## src/rtl/alu_arbiter.sv

```systemverilog
// Two-port round-robin front end for the shared single-cycle ALU.
// Operands are registered into the ALU (EXEC) and results registered back per port (RESP).
module alu_arbiter_resp_slot #(
  parameter int DATA_WIDTH = 32
) (
  input  logic                  clock,
  input  logic                  reset,
  input  logic                  capture,
  input  logic                  consume,
  input  logic [DATA_WIDTH-1:0] result_in,
  input  logic                  zero_in,
  output logic                  valid,
  output logic [DATA_WIDTH-1:0] result,
  output logic                  zero
);
  always_ff @(posedge clock) begin
    if (!reset) begin
      valid  <= 1'b0;
      result <= '0;
      zero   <= 1'b0;
    end else if (capture) begin
      valid  <= 1'b1;
      result <= result_in;
      zero   <= zero_in;
    end else if (consume) begin
      valid  <= 1'b0;
    end
  end
endmodule

module alu_arbiter #(
  parameter int DATA_WIDTH = 32,
  parameter int CTRL_WIDTH = 4
) (
  input  logic                  clock,
  input  logic                  reset,
  input  logic                  req0_valid,
  output logic                  req0_ready,
  input  logic [CTRL_WIDTH-1:0] req0_ALU_Control,
  input  logic [DATA_WIDTH-1:0] req0_operand_A,
  input  logic [DATA_WIDTH-1:0] req0_operand_B,
  input  logic                  req1_valid,
  output logic                  req1_ready,
  input  logic [CTRL_WIDTH-1:0] req1_ALU_Control,
  input  logic [DATA_WIDTH-1:0] req1_operand_A,
  input  logic [DATA_WIDTH-1:0] req1_operand_B,
  output logic                  resp0_valid,
  input  logic                  resp0_ready,
  output logic [DATA_WIDTH-1:0] resp0_result,
  output logic                  resp0_zero,
  output logic                  resp1_valid,
  input  logic                  resp1_ready,
  output logic [DATA_WIDTH-1:0] resp1_result,
  output logic                  resp1_zero,
  output logic [CTRL_WIDTH-1:0] alu_ALU_Control,
  output logic [DATA_WIDTH-1:0] alu_operand_A,
  output logic [DATA_WIDTH-1:0] alu_operand_B,
  input  logic [DATA_WIDTH-1:0] alu_result,
  input  logic                  alu_zero,
  output logic                  busy
);
  localparam logic [1:0] IDLE = 2'd0;
  localparam logic [1:0] EXEC = 2'd1;
  localparam logic [1:0] RESP = 2'd2;

  typedef struct packed {
    logic [CTRL_WIDTH-1:0] ctrl;
    logic [DATA_WIDTH-1:0] a;
    logic [DATA_WIDTH-1:0] b;
  } alu_req_t;

  logic [1:0]                 state;
  logic                       owner, last_grant, grant;
  logic                       resp_done, can_accept, accept;
  alu_req_t [1:0]             req;
  alu_req_t                   drv;
  logic [1:0]                 req_valid, req_ready, owner_sel;
  logic [1:0]                 resp_valid, resp_ready, resp_zero;
  logic [1:0][DATA_WIDTH-1:0] resp_result;

  assign req[0]     = '{ctrl: req0_ALU_Control, a: req0_operand_A, b: req0_operand_B};
  assign req[1]     = '{ctrl: req1_ALU_Control, a: req1_operand_A, b: req1_operand_B};
  assign req_valid  = {req1_valid, req0_valid};
  assign resp_ready = {resp1_ready, resp0_ready};
  assign owner_sel  = owner ? 2'b10 : 2'b01;

  // Tie goes to the port that did not win last; a lone requester always wins.
  assign grant      = (&req_valid) ? ~last_grant : req_valid[1];
  // Releasing the pending response frees the ALU in the same cycle, so
  // respN_ready feeds straight through to reqM_ready.
  assign resp_done  = (state == RESP) && resp_ready[owner];
  assign can_accept = reset && ((state == IDLE) || resp_done);
  assign req_ready  = {can_accept & req_valid[1] & grant,
                       can_accept & req_valid[0] & ~grant};
  assign accept     = |req_ready;

  always_ff @(posedge clock) begin
    if (!reset) begin
      state      <= IDLE;
      owner      <= 1'b0;
      last_grant <= 1'b1;
      drv        <= '0;
    end else begin
      if (accept) begin
        drv        <= req[grant];
        owner      <= grant;
        last_grant <= grant;
      end
      case (state)
        IDLE:    if (accept) state <= EXEC;
        EXEC:    state <= RESP;
        RESP:    if (resp_done) state <= accept ? EXEC : IDLE;
        default: state <= IDLE;
      endcase
    end
  end

  for (genvar g = 0; g < 2; g++) begin : g_slot
    alu_arbiter_resp_slot #(.DATA_WIDTH(DATA_WIDTH)) u_slot (
      .clock     (clock),
      .reset     (reset),
      .capture   ((state == EXEC) && owner_sel[g]),
      .consume   (resp_done && owner_sel[g]),
      .result_in (alu_result),
      .zero_in   (alu_zero),
      .valid     (resp_valid[g]),
      .result    (resp_result[g]),
      .zero      (resp_zero[g])
    );
  end

  assign req0_ready      = req_ready[0];
  assign req1_ready      = req_ready[1];
  assign resp0_valid     = resp_valid[0];
  assign resp1_valid     = resp_valid[1];
  assign resp0_result    = resp_result[0];
  assign resp1_result    = resp_result[1];
  assign resp0_zero      = resp_zero[0];
  assign resp1_zero      = resp_zero[1];
  assign alu_ALU_Control = drv.ctrl;
  assign alu_operand_A   = drv.a;
  assign alu_operand_B   = drv.b;
  assign busy            = (state != IDLE);
endmodule
```

## config.mk

```make
export PLATFORM = sky130hd
export DESIGN_NAME = alu_arbiter
export DESIGN_NICKNAME = d
export VERILOG_FILES = /design/src/rtl/alu_arbiter.sv
export SDC_FILE = /design/constraint.sdc
export NUM_CORES = 1
export LEC_CHECK = 0
export CORE_ASPECT_RATIO = 1.2
export CORE_MARGIN = 4
export CORE_UTILIZATION = 47
export CTS_CLUSTER_DIAMETER = 30
export CTS_CLUSTER_SIZE = 10
export DETAILED_ROUTE_END_ITERATION = 8
export PLACE_DENSITY_LB_ADDON = 0.12
export SLEW_MARGIN = 10
export SYNTH_ARGS = -nofsm -noshare
export SYNTH_HDL_FRONTEND = slang
export SYNTH_SLANG_ARGS = --single-unit
```

## constraint.sdc

```tcl
create_clock -name clock -period 3.35 [get_ports clock]
set_clock_uncertainty 0.15 [all_clocks]
set_input_delay 0.67 -clock clock [delete_from_list [all_inputs] [get_ports clock]]
set_output_delay 0.67 -clock clock [all_outputs]
set_load 0.02 [all_outputs]
```

==> results_dict.tcl <==
set metrics [dict create \
    num_vias 7278 \
    worst_pin_slew_ns 1.02 \
    crit_path_top_delay_cell "clkdlybuf4s50_1" \
    post_synth_num_cell_types 31 \
    drive_gt1_share_pct 5.49 \
    place.gp.congestion 0.800 \
    crit-reg2reg-launch "state[1]$_SDFFE_PN0P_" \
    grt_pass1_wl_um 35900 \
    fp.dieH_um 145 \
    yosys.area_share.xor_xnor_pct 0 \
    end_kind "primary output" \
    yosysTopAreaCell "dfxtp_1" \
    setup_ws_ns 0.112 \
    p_leak_nw 3.91 \
    avgSynthCellArea_um2 8.50 \
    fin_area_um2 11100 \
    r2r.worst_path.cells 5 \
    dp_cells 1320 \
    dieArea_um2 17800 \
    nFillCells 1216 \
    grt_overflow 0 \
    synth_top_area_share_pct 37.9 \
    max_freq_ghz 0.309 \
    setup_viol 0 \
    io_pins 314 \
    clock-sinks 140 \
    reg2reg_slack_ns 1.18 \
    fp.dieW_um 122 \
    antenna_found_initial 1 \
    htree_levels 4 \
    netlist_area_um2 7390 \
    ctsResizeCount 0 \
    ys_top_cells_by_area "dfxtp_1 (38%), nand2b_1 (12%), mux2i_1 (9.3%), o2111ai_1 (8.1%), nand2_1 (6.8%)" \
    slowest_delay_ns 0.65 \
    cp-start-kind "input port" \
    area_growth_pct 50.2 \
    hpwl_um 15700 \
    synth_top_family_by_area "simple AND/OR/NAND/NOR gates" \
    synth_simple_gate_area_share_pct 25.8 \
    min_to "g_slot[0].u_slot.result[26]$_SDFFE_PN0P_" \
    layout_common_cells "clkdlybuf4s50_1 (310), nand2b_1 (139), dfxtp_1 (138)" \
    rows 49 \
    cts_buffer_depth 2 \
    worstPathArrival_ns 2.42 \
    slew_viol_final 0 \
    clk_latency_ns 0.43 \
    relSlewSlack_pct 32.3 \
    synth-seq-area-share_pct 37.9 \
    grt_max_degree 86 \
    hold_depth 2 \
    diodes 0 \
    placed_cell_area_um2 10500 \
    grt.total_usage_pct 24.7 \
    final_antenna_net_count 0 \
    numCtsBuffers 17 \
    io_buffers 313 \
    layout.nets 1310 \
    synth.mux.area_fraction_pct 9.55 \
    dr.pass1.iters 4 \
    core_area_um2 15200 \
    status "completed" \
    peakVddDrop_uv 290 \
    final_cells 1352 \
    required_ns 2.53 \
    power.density_nw_per_um2 462 \
    mostFrequentLayoutCell "clkdlybuf4s50_1" \
    yosys_warnings 0 \
    path_common_cell "clkdlybuf4s50_1" \
    cts_setup_buffers 0 \
    hold_buffers 0 \
    cts_tree "built" \
    drtIter0Drc 422 \
    setup_tns_ns 0 \
    post_drt_wl_per_cell_um 16.9 \
    final.period_utilization_pct 96.6 \
    initial_core_util_pct 48.6 \
    maxCapViolCount 0 \
    synth-seq-cells 140 \
    timing.rr.end "g_slot[0].u_slot.result[13]$_SDFFE_PN0P_" \
    min_from "g_slot[0].u_slot.result[26]$_SDFFE_PN0P_" \
    cp_max_fo 3 \
    synthCells 869 \
    routed_wl_um 22900 \
    hold_viol_final 0 \
    place_ws_ns 0.158 \
    final_util_pct 73.0 \
    rsz0062_at_grt "false" \
    clockRootBuffer "clkbuf_16" \
    clkTransAtPathRegs_ns 0.06 \
    worst_hold_slack_ns 0.303 \
    path_class "in -> out" \
    synth_compound_area_share_pct 20.7 \
    min_period_ns 3.24 \
    synth_nets 1044 \
    cp_cell_sequence "clkdlybuf4s50_1 -> mux2i_1 -> a21oi_1 -> and3_1 -> clkdlybuf4s50_1" \
    grt_pass1_vias 7012 \
    total_power_mw 5.13 \
    drc 0 \
    hp-class "reg -> reg" \
    synthAdderAreaFrac_pct 0 \
    viasPerCell 5.38 \
]
-- area by class of cell --
| class | count | area [um2] | area share (%) |
|---|---|---|---|
| flip-flops and latches | 140 | 2810 | 25.3 |
| clock inverters | 14 | 149 | 1.34 |
| multi-input cells | 642 | 4160 | 37.5 |
| clock buffers | 18 | 439 | 3.96 |
| well taps | 204 | 255 | 2.30 |
| inverters | 1 | 3.75 | 0.0338 |
| repair buffers | 333 | 3280 | 29.6 |
-- worst max-delay path by stage --
stage	start	end	slack, ns	cells after the start
2_1_floorplan	req0_valid	req0_ready	0.93	6
3_3_place_gp	resp0_ready	req0_ready	0.16	5
3_5_place_dp	resp0_ready	req0_ready	0.16	5
4_1_cts	resp0_ready	req0_ready	0.15	5
5_1_grt	resp0_ready	req0_ready	0.04	5
6_report	resp0_ready	req0_ready	0.11	5
-- cell usage after synthesis --
cell,instances
nand2b_1,139
a21boi_0,50
o21ai_0,3
o311a_1,1
a21o_1,1
a31o_2,1
buf_2,25
mux2_4,1
mux2i_1,69
nor3b_4,1
dfxtp_1,140
buf_6,8
and3b_1,2
nand2_1,134
nor3b_1,1
a211oi_2,1
nor2b_1,3
buf_4,6
nor2_1,2
a21oi_1,72
or3b_1,1
and3_1,3
a21boi_1,17
inv_1,1
a2bb2oi_1,1
o21a_1,1
or3_1,68
clkbuf_1,47
or2_2,1
nand3b_1,1
o2111ai_1,68
-- worst max-delay path: cells and delay by family --
kind | cells | cell delay [ns]
and+or+nand+nor | 1 | 0.21
AOI/OAI and AO/OA | 1 | 0.27
buffers and inverters | 2 | 1.15
muxes | 1 | 0.11
-- where the power goes --
part | total (mW) | switching (mW) | internal, mW
registers | 1.90 | 0.0968 | 1.81
logic | 1.36 | 0.665 | 0.691
clock network | 1.87 | 0.802 | 1.07
-- cells by family (layout without fill, tap and decap cells) --
group           after synthesis  count (layout)
flops                       140             140
compound gates              216             216
buf+inv                      87             366
simple gates                356             356
mux                          70              70
-- metal layers --
layer / part of all wire, % / wire (um) / track usage (%) / vias to the layer above
met5: 0.052 / 12 / 0 / -
met1: 40 / 9180 / 28.9 / 3395
met2: 50 / 11400 / 42.9 / 252
met3: 8.3 / 1890 / 7.00 / 30
li1: - / - / - / 3599
met4: 1.8 / 405 / 8.63 / 2
-- state kept, by name, summed over array words and instances (netlist names) --
| signal | flops |
|---|---|
| state | 2 |
| alu_operand_A | 32 |
| alu_ALU_Control | 4 |
| alu_operand_B | 32 |
| g_slot.u_slot.zero | 2 |
| last_grant | 1 |
| g_slot.u_slot.valid | 2 |
| g_slot.u_slot.result | 64 |
| owner | 1 |
No activity file was read; power rests on OpenSTA's default activity.
